`src/rtl/pixels_kept_seq_if.sv`:
```
`default_nettype none
// +--------------------------------------------------------------------------+
// | pixels_kept_seq_if : corner/result bundle for pixels_kept_seq  (rev 1.0) |
// +--------------------------------------------------------------------------+
interface pixels_kept_seq_if #(
  parameter int XW = 10,
  parameter int YW = 9
);
  logic              start;
  logic [XW-1:0]     x1, x2, x3, x4;
  logic [YW-1:0]     y1, y2, y3, y4;
  logic              busy;
  logic              done;
  logic [6:0]        percent_kept;
  logic [XW+YW+1:0]  area2;
  logic              orient;
  logic              degenerate;
  logic              saturated;

  modport master (
    output start, x1, x2, x3, x4, y1, y2, y3, y4,
    input  busy, done, percent_kept, area2, orient, degenerate, saturated
  );

  modport slave (
    input  start, x1, x2, x3, x4, y1, y2, y3, y4,
    output busy, done, percent_kept, area2, orient, degenerate, saturated
  );
endinterface
`default_nettype wire

```
`src/rtl/pixels_kept_seq.sv`:
```
`default_nettype none
// +--------------------------------------------------------------------------+
// | pixels_kept_seq : exact quad area and frame-coverage percent  (rev 1.0)  |
// +--------------------------------------------------------------------------+
module pixels_kept_seq #(
  parameter int XW    = 10,
  parameter int YW    = 9,
  parameter int H_RES = 640,
  parameter int V_RES = 480
) (
  input  logic              clk,
  input  logic              reset,
  pixels_kept_seq_if.slave  bus
);

  localparam int AW = XW + YW + 2;
  localparam int PW = XW + YW + 3;
  localparam int NW = XW + YW + 9;
  // Remainder is widened so the divisor shifted by 6 never overflows.
  localparam int RW = NW + 7;
  localparam logic [RW-1:0] DEN = RW'(2 * H_RES * V_RES);

  typedef enum logic [2:0] {
    IDLE  = 3'd0,
    DIFF  = 3'd1,
    MULT  = 3'd2,
    ABS   = 3'd3,
    SCALE = 3'd4,
    DIV   = 3'd5,
    DONE  = 3'd6
  } state_t;

  state_t               state;
  logic [XW-1:0]        xa, xb, xc, xd;
  logic [YW-1:0]        ya, yb, yc, yd;
  logic signed [XW:0]   dx13, dx24;
  logic signed [YW:0]   dy13, dy24;
  logic signed [PW-1:0] p1, p2;
  logic                 neg;
  logic                 zero;
  logic                 sat;
  logic [AW-1:0]        a2;
  logic [RW-1:0]        rem;
  logic [6:0]           quo;
  logic [2:0]           step;

  logic                 busy_q, done_q, orient_q, degen_q, sat_q;
  logic [6:0]           pct_q;
  logic [AW-1:0]        area_q;

  logic signed [PW-1:0] prod;
  logic [RW-1:0]        dsh;
  logic                 ge;

  assign prod = p1 - p2;
  assign dsh  = DEN << step;
  assign ge   = (rem >= dsh);

  assign bus.busy         = busy_q;
  assign bus.done         = done_q;
  assign bus.percent_kept = pct_q;
  assign bus.area2        = area_q;
  assign bus.orient       = orient_q;
  assign bus.degenerate   = degen_q;
  assign bus.saturated    = sat_q;

  always_ff @(posedge clk) begin
    if (reset) begin
      state    <= IDLE;
      busy_q   <= 1'b0;
      done_q   <= 1'b0;
      pct_q    <= '0;
      area_q   <= '0;
      orient_q <= 1'b0;
      degen_q  <= 1'b0;
      sat_q    <= 1'b0;
      step     <= '0;
      quo      <= '0;
    end else begin
      done_q <= 1'b0;
      case (state)
        IDLE: begin
          if (bus.start) begin
            xa <= bus.x1; xb <= bus.x2; xc <= bus.x3; xd <= bus.x4;
            ya <= bus.y1; yb <= bus.y2; yc <= bus.y3; yd <= bus.y4;
            busy_q <= 1'b1;
            state  <= DIFF;
          end
        end
        DIFF: begin
          dx13  <= $signed({1'b0, xa}) - $signed({1'b0, xc});
          dx24  <= $signed({1'b0, xb}) - $signed({1'b0, xd});
          dy13  <= $signed({1'b0, ya}) - $signed({1'b0, yc});
          dy24  <= $signed({1'b0, yb}) - $signed({1'b0, yd});
          state <= MULT;
        end
        MULT: begin
          p1    <= PW'(dx13) * PW'(dy24);
          p2    <= PW'(dy13) * PW'(dx24);
          state <= ABS;
        end
        ABS: begin
          neg   <= prod[PW-1];
          a2    <= AW'(prod[PW-1] ? -prod : prod);
          zero  <= (prod == '0);
          state <= SCALE;
        end
        SCALE: begin
          // 100*A2 as 64+32+4
          rem   <= (RW'(a2) << 6) + (RW'(a2) << 5) + (RW'(a2) << 2);
          sat   <= (RW'(a2) > DEN);
          quo   <= '0;
          step  <= 3'd6;
          state <= DIV;
        end
        DIV: begin
          if (ge) rem <= rem - dsh;
          quo[step] <= ge;
          if (step == 3'd0) begin
            pct_q    <= sat ? 7'd100 : {quo[6:1], ge};
            area_q   <= a2;
            orient_q <= neg;
            degen_q  <= zero;
            sat_q    <= sat;
            done_q   <= 1'b1;
            state    <= DONE;
          end else begin
            step <= step - 3'd1;
          end
        end
        DONE: begin
          busy_q <= 1'b0;
          state  <= IDLE;
        end
        default: begin
          busy_q <= 1'b0;
          state  <= IDLE;
        end
      endcase
    end
  end

endmodule
`default_nettype wire

```
`src/flat_wrapper.sv`:
```
// flat-port wrapper written by rule: the top's interface ports become plain ports
module pixels_kept_seq_flat 
#(
  parameter int XW    = 10,
  parameter int YW    = 9,
  parameter int H_RES = 640,
  parameter int V_RES = 480
)
  (clk, reset, bus_start, bus_x1, bus_x2, bus_x3, bus_x4, bus_y1, bus_y2, bus_y3, bus_y4, bus_busy, bus_done, bus_percent_kept, bus_area2, bus_orient, bus_degenerate, bus_saturated);
  pixels_kept_seq_if #(.XW(XW), .YW(YW)) bus_i ();
  input  logic clk;
  input  logic reset;
  input wire logic [$bits(bus_i.start)-1:0] bus_start;
  input wire logic [$bits(bus_i.x1)-1:0] bus_x1;
  input wire logic [$bits(bus_i.x2)-1:0] bus_x2;
  input wire logic [$bits(bus_i.x3)-1:0] bus_x3;
  input wire logic [$bits(bus_i.x4)-1:0] bus_x4;
  input wire logic [$bits(bus_i.y1)-1:0] bus_y1;
  input wire logic [$bits(bus_i.y2)-1:0] bus_y2;
  input wire logic [$bits(bus_i.y3)-1:0] bus_y3;
  input wire logic [$bits(bus_i.y4)-1:0] bus_y4;
  output wire logic [$bits(bus_i.busy)-1:0] bus_busy;
  output wire logic [$bits(bus_i.done)-1:0] bus_done;
  output wire logic [$bits(bus_i.percent_kept)-1:0] bus_percent_kept;
  output wire logic [$bits(bus_i.area2)-1:0] bus_area2;
  output wire logic [$bits(bus_i.orient)-1:0] bus_orient;
  output wire logic [$bits(bus_i.degenerate)-1:0] bus_degenerate;
  output wire logic [$bits(bus_i.saturated)-1:0] bus_saturated;
  assign bus_i.start = bus_start;
  assign bus_i.x1 = bus_x1;
  assign bus_i.x2 = bus_x2;
  assign bus_i.x3 = bus_x3;
  assign bus_i.x4 = bus_x4;
  assign bus_i.y1 = bus_y1;
  assign bus_i.y2 = bus_y2;
  assign bus_i.y3 = bus_y3;
  assign bus_i.y4 = bus_y4;
  assign bus_busy = bus_i.busy;
  assign bus_done = bus_i.done;
  assign bus_percent_kept = bus_i.percent_kept;
  assign bus_area2 = bus_i.area2;
  assign bus_orient = bus_i.orient;
  assign bus_degenerate = bus_i.degenerate;
  assign bus_saturated = bus_i.saturated;
  pixels_kept_seq #(.XW(XW), .YW(YW), .H_RES(H_RES), .V_RES(V_RES)) u_core (.clk(clk), .reset(reset), .bus(bus_i));
endmodule
```
`config.mk`:
```
export PLATFORM = sky130hd
export DESIGN_NAME = pixels_kept_seq_flat
export DESIGN_NICKNAME = d
export VERILOG_FILES = /design/src/rtl/pixels_kept_seq_if.sv /design/src/rtl/pixels_kept_seq.sv /design/src/flat_wrapper.sv
export SDC_FILE = /design/constraint.sdc
export NUM_CORES = 1
export LEC_CHECK = 0
export BUFFER_PORTS_ARGS = -buffer_cell sky130_fd_sc_hd__buf_4
export CAP_MARGIN = 40
export CORE_MARGIN = 1.5
export CORE_UTILIZATION = 27
export DETAILED_ROUTE_END_ITERATION = 10
export GPL_ROUTABILITY_DRIVEN = 0
export PLACE_DENSITY_LB_ADDON = 0.1
export SLEW_MARGIN = 20
export SYNTH_ARGS = -nofsm -noshare
export SYNTH_HDL_FRONTEND = slang
export SYNTH_SLANG_ARGS = --single-unit
export TNS_END_PERCENT = 50
```
`constraint.sdc`:
```
create_clock -name clk -period 8.2 [get_ports clk]
set_input_delay 0.41 -clock clk [delete_from_list [all_inputs] [get_ports clk]]
set_output_delay 0.41 -clock clk [all_outputs]
set_load 0.01 [all_outputs]
```
==> summary.md <==
| Metric | Value |
|---|---|
| Layout cells sized above 1 | 8.71% |
| Syn. warnings | 0 |
| Die Area | 86700 um^2 |
| Setup bufs post-CTS | 0 |
| HP Class | input port to register |
| Clock Latency Late Sink | 560 ps |
| Synth async-reset ratio | 0% |
| Post-Syn Area | 22900 um^2 |
| CP Data Arrival Time | 6240 ps |
| Critical path class | register to register |
| # resized after CTS | 0 |
| Max-slew violation count | 0 |
| Hold Fails Final Rpt | 0 |
| CTS Root Cell | clkbuf_16 |
| First-pass GRT wire length | 86.6 mm |
| Area growth from synthesis to layout | 17.8% |
| Status | finished, final reports clean |
| Cell taking the most area after synthesis | edfxtp_1 |
| Final setup fails | 0 |
| Avg Synthesized Cell Area | 9.90 um^2 |
| Crit Path Max Fanout | 11 |
| Syn_nets | 2836 |
| Setup_tns | 0 ps |
| Dpl hpwl | 43.1 mm |
| FF+latch area | 7420 um^2 |
| Worst-Margin Slew | 781 ps |
| Vias in the first global route | 16457 |
| Clk sink count | 262 |
| Mapped Cells | 2317 |
| Synth area leaders | edfxtp_1, fa_1, ha_1 |
| Number of core rows | 106 |
| Startpoint Class | register |
| IO Port Bufs | 111 |
| Commonest cells after routing, fill and taps aside | inv_1, nand2_1, ha_1, edfxtp_1, fa_1 |
| CTS Hold Bufs | 72 |
| WP data required | 8470 ps |
| Routed wire per std cell | 14.6 um |
| MaxCap Viol Count | 0 |
| Starting density of the core | 27.4% |
| # H-tree levels | 2 |
| Max frequency | 0.167 GHz |
| Total CTS buffers | 37 |
| Io pins | 112 |
| Die Wd | 294 um |
| Fin nets | 3005 |
| Post-synthesis sequential area ratio | 32.3% |
| Core Area | 83800 um^2 |
| Clock transition at the registers of the reported paths | 50 ps |
| DRT Pass-1 Iters | 5 |
| WL final | 53.4 mm |
| Post-DRT Antenna Nets | 0 |
| Number of synthesized flops with an enable pin | 217 |
| DRC Markers | 0 |
| Initial DRC count | 532 |
| Initial antenna violation count | 0 |
| Yosys reg bits | 262 |
| Dominant synthesized flop cell | edfxtp_1 |
| DR vias | 15690 |
| Footprint of the multi-input gates | 13800 um^2 |
| GRT Total Usage | 12.5% |
| Final critical-path share of the clock period | 72.8% |
| # fillers | 8679 |
| Worst Clk Skew | 40.3 ps |
| Antenna Cells | 0 |
| Rel. slew slack | 47.4% |
| Unrepaired setup endpoints after global routing | false |
| Clk buf depth | 3 |
| TritonCTS clock tree | yes |
| Fin crit period | 5970 ps |
| Die Y-Extent | 294 um |
| Post-synth cell types | 79 |
| Commonest non-fill, non-tap cell in the layout | inv_1 |
| Largest net degree at the start of global routing | 69 |
| Vias per cell | 4.30 |
| Crit path capture type | register |
| Area share of the largest cell type after synthesis | 28.4% |
| Total gr overflow | 0 |
-- kinds of logic after synthesis --
| kind of cell | count (synthesis) | share of synthesized area [%] |
|---|---|---|
| and+or+nand+nor | 638 | 13.4 |
| buffers and inverters | 460 | 7.55 |
| adders and majority gates | 440 | 30.7 |
| AOI/OAI and AO/OA | 367 | 10.2 |
| DFF | 262 | 32.3 |
| xor gates and xnor gates | 147 | 5.65 |
| muxes | 3 | 0.131 |
-- final timing paths --
| check | slack [ps] | depth (start not counted) | to | from |
|---|---|---|---|---|
| max | 2230 | 21 | u_core.p2[19]$_DFFE_PP_ | u_core.dy13[3]$_DFFE_PP_ |
| min reg2reg | 450 | 2 | u_core.bus.area2[20]$_SDFFE_PP0P_ | u_core.bus.area2[20]$_SDFFE_PP0P_ |
| min | 40 | 1 | u_core.yd[1]$_DFFE_PP_ | bus_y4[1] |
| max reg2reg | 2230 | 21 | u_core.p2[19]$_DFFE_PP_ | u_core.dy13[3]$_DFFE_PP_ |
-- worst max-delay path, cell delays in order, from the launching register on --
cell       delay (ps)
edfxtp_1          570
nand2_1           140
fa_1              550
inv_1              50
fa_1              500
inv_1              50
fa_1              470
inv_1              50
fa_1              530
inv_1              50
fa_1              520
inv_1              40
ha_1              330
o21a_1            190
o21ai_0           290
a21oi_1           110
o21a_1            200
o21a_1            190
o41ai_2           360
o2111ai_1         190
a21oi_1           200
xnor2_1            70
-- stage by stage --
stage	instance area (um^2)	cells	hold slack, ps	util (%)	setup slack (ps)
5_1_grt	27000	3648	9.58	32.2	1910
4_1_cts	27000	3647	0.499	32.2	2230
6_report	27000	3648	39.2	32.2	2230
2_1_floorplan	22900	2317	443	-	1550
3_5_place_dp	25000	3508	447	29.9	2280
3_3_place_gp	25000	3507	446	29.9	2340
-- flip-flops by register name, summed over array words and instances (netlist names), 11 cells and up --
name / cells
u_core.rem: 33
u_core.a2: 21
u_core.bus.area2: 21
u_core.p1: 21
u_core.p2: 21
u_core.dx13: 11
u_core.dx24: 11
-- metal layers --
metal / vias up / routed length, um / track usage, %
met2: 171 / 25900 / 21.9
met5: - / 0 / 0
li1: 7960 / - / -
met4: 0 / 976 / 3.11
met3: 51 / 1340 / 1.64
met1: 7508 / 25200 / 16.1
-- Yosys cell counts (9+ instances only) --
| cell type | instances |
|---|---|
| xor2_1 | 51 |
| a21oi_1 | 127 |
| nor2_1 | 112 |
| nor2b_1 | 18 |
| dfxtp_1 | 45 |
| and2_1 | 90 |
| a31oi_1 | 13 |
| and3_1 | 12 |
| o21ai_0 | 63 |
| edfxtp_1 | 217 |
| fa_1 | 205 |
| o21a_1 | 17 |
| nand3b_1 | 10 |
| xnor2_1 | 95 |
| nand3_1 | 26 |
| inv_1 | 393 |
| o21bai_1 | 13 |
| ha_1 | 235 |
| nand4_1 | 10 |
| a21o_1 | 58 |
| nand2b_1 | 32 |
| nand2_1 | 247 |
| or3_1 | 9 |
| clkbuf_1 | 61 |
| nor3_1 | 42 |
-- area by class of cell --
cell class	instances	area share, %
sequential	262	27.4
clock inverter	19	0.597
inverter	395	5.49
timing repair buffer	195	6.17
tap	1134	5.25
multi-input combinational	1595	51.1
clock buffer	48	3.94
Power is not shown: default switching activity piles up to over one toggle a cycle in this logic, so the estimate is an artifact.
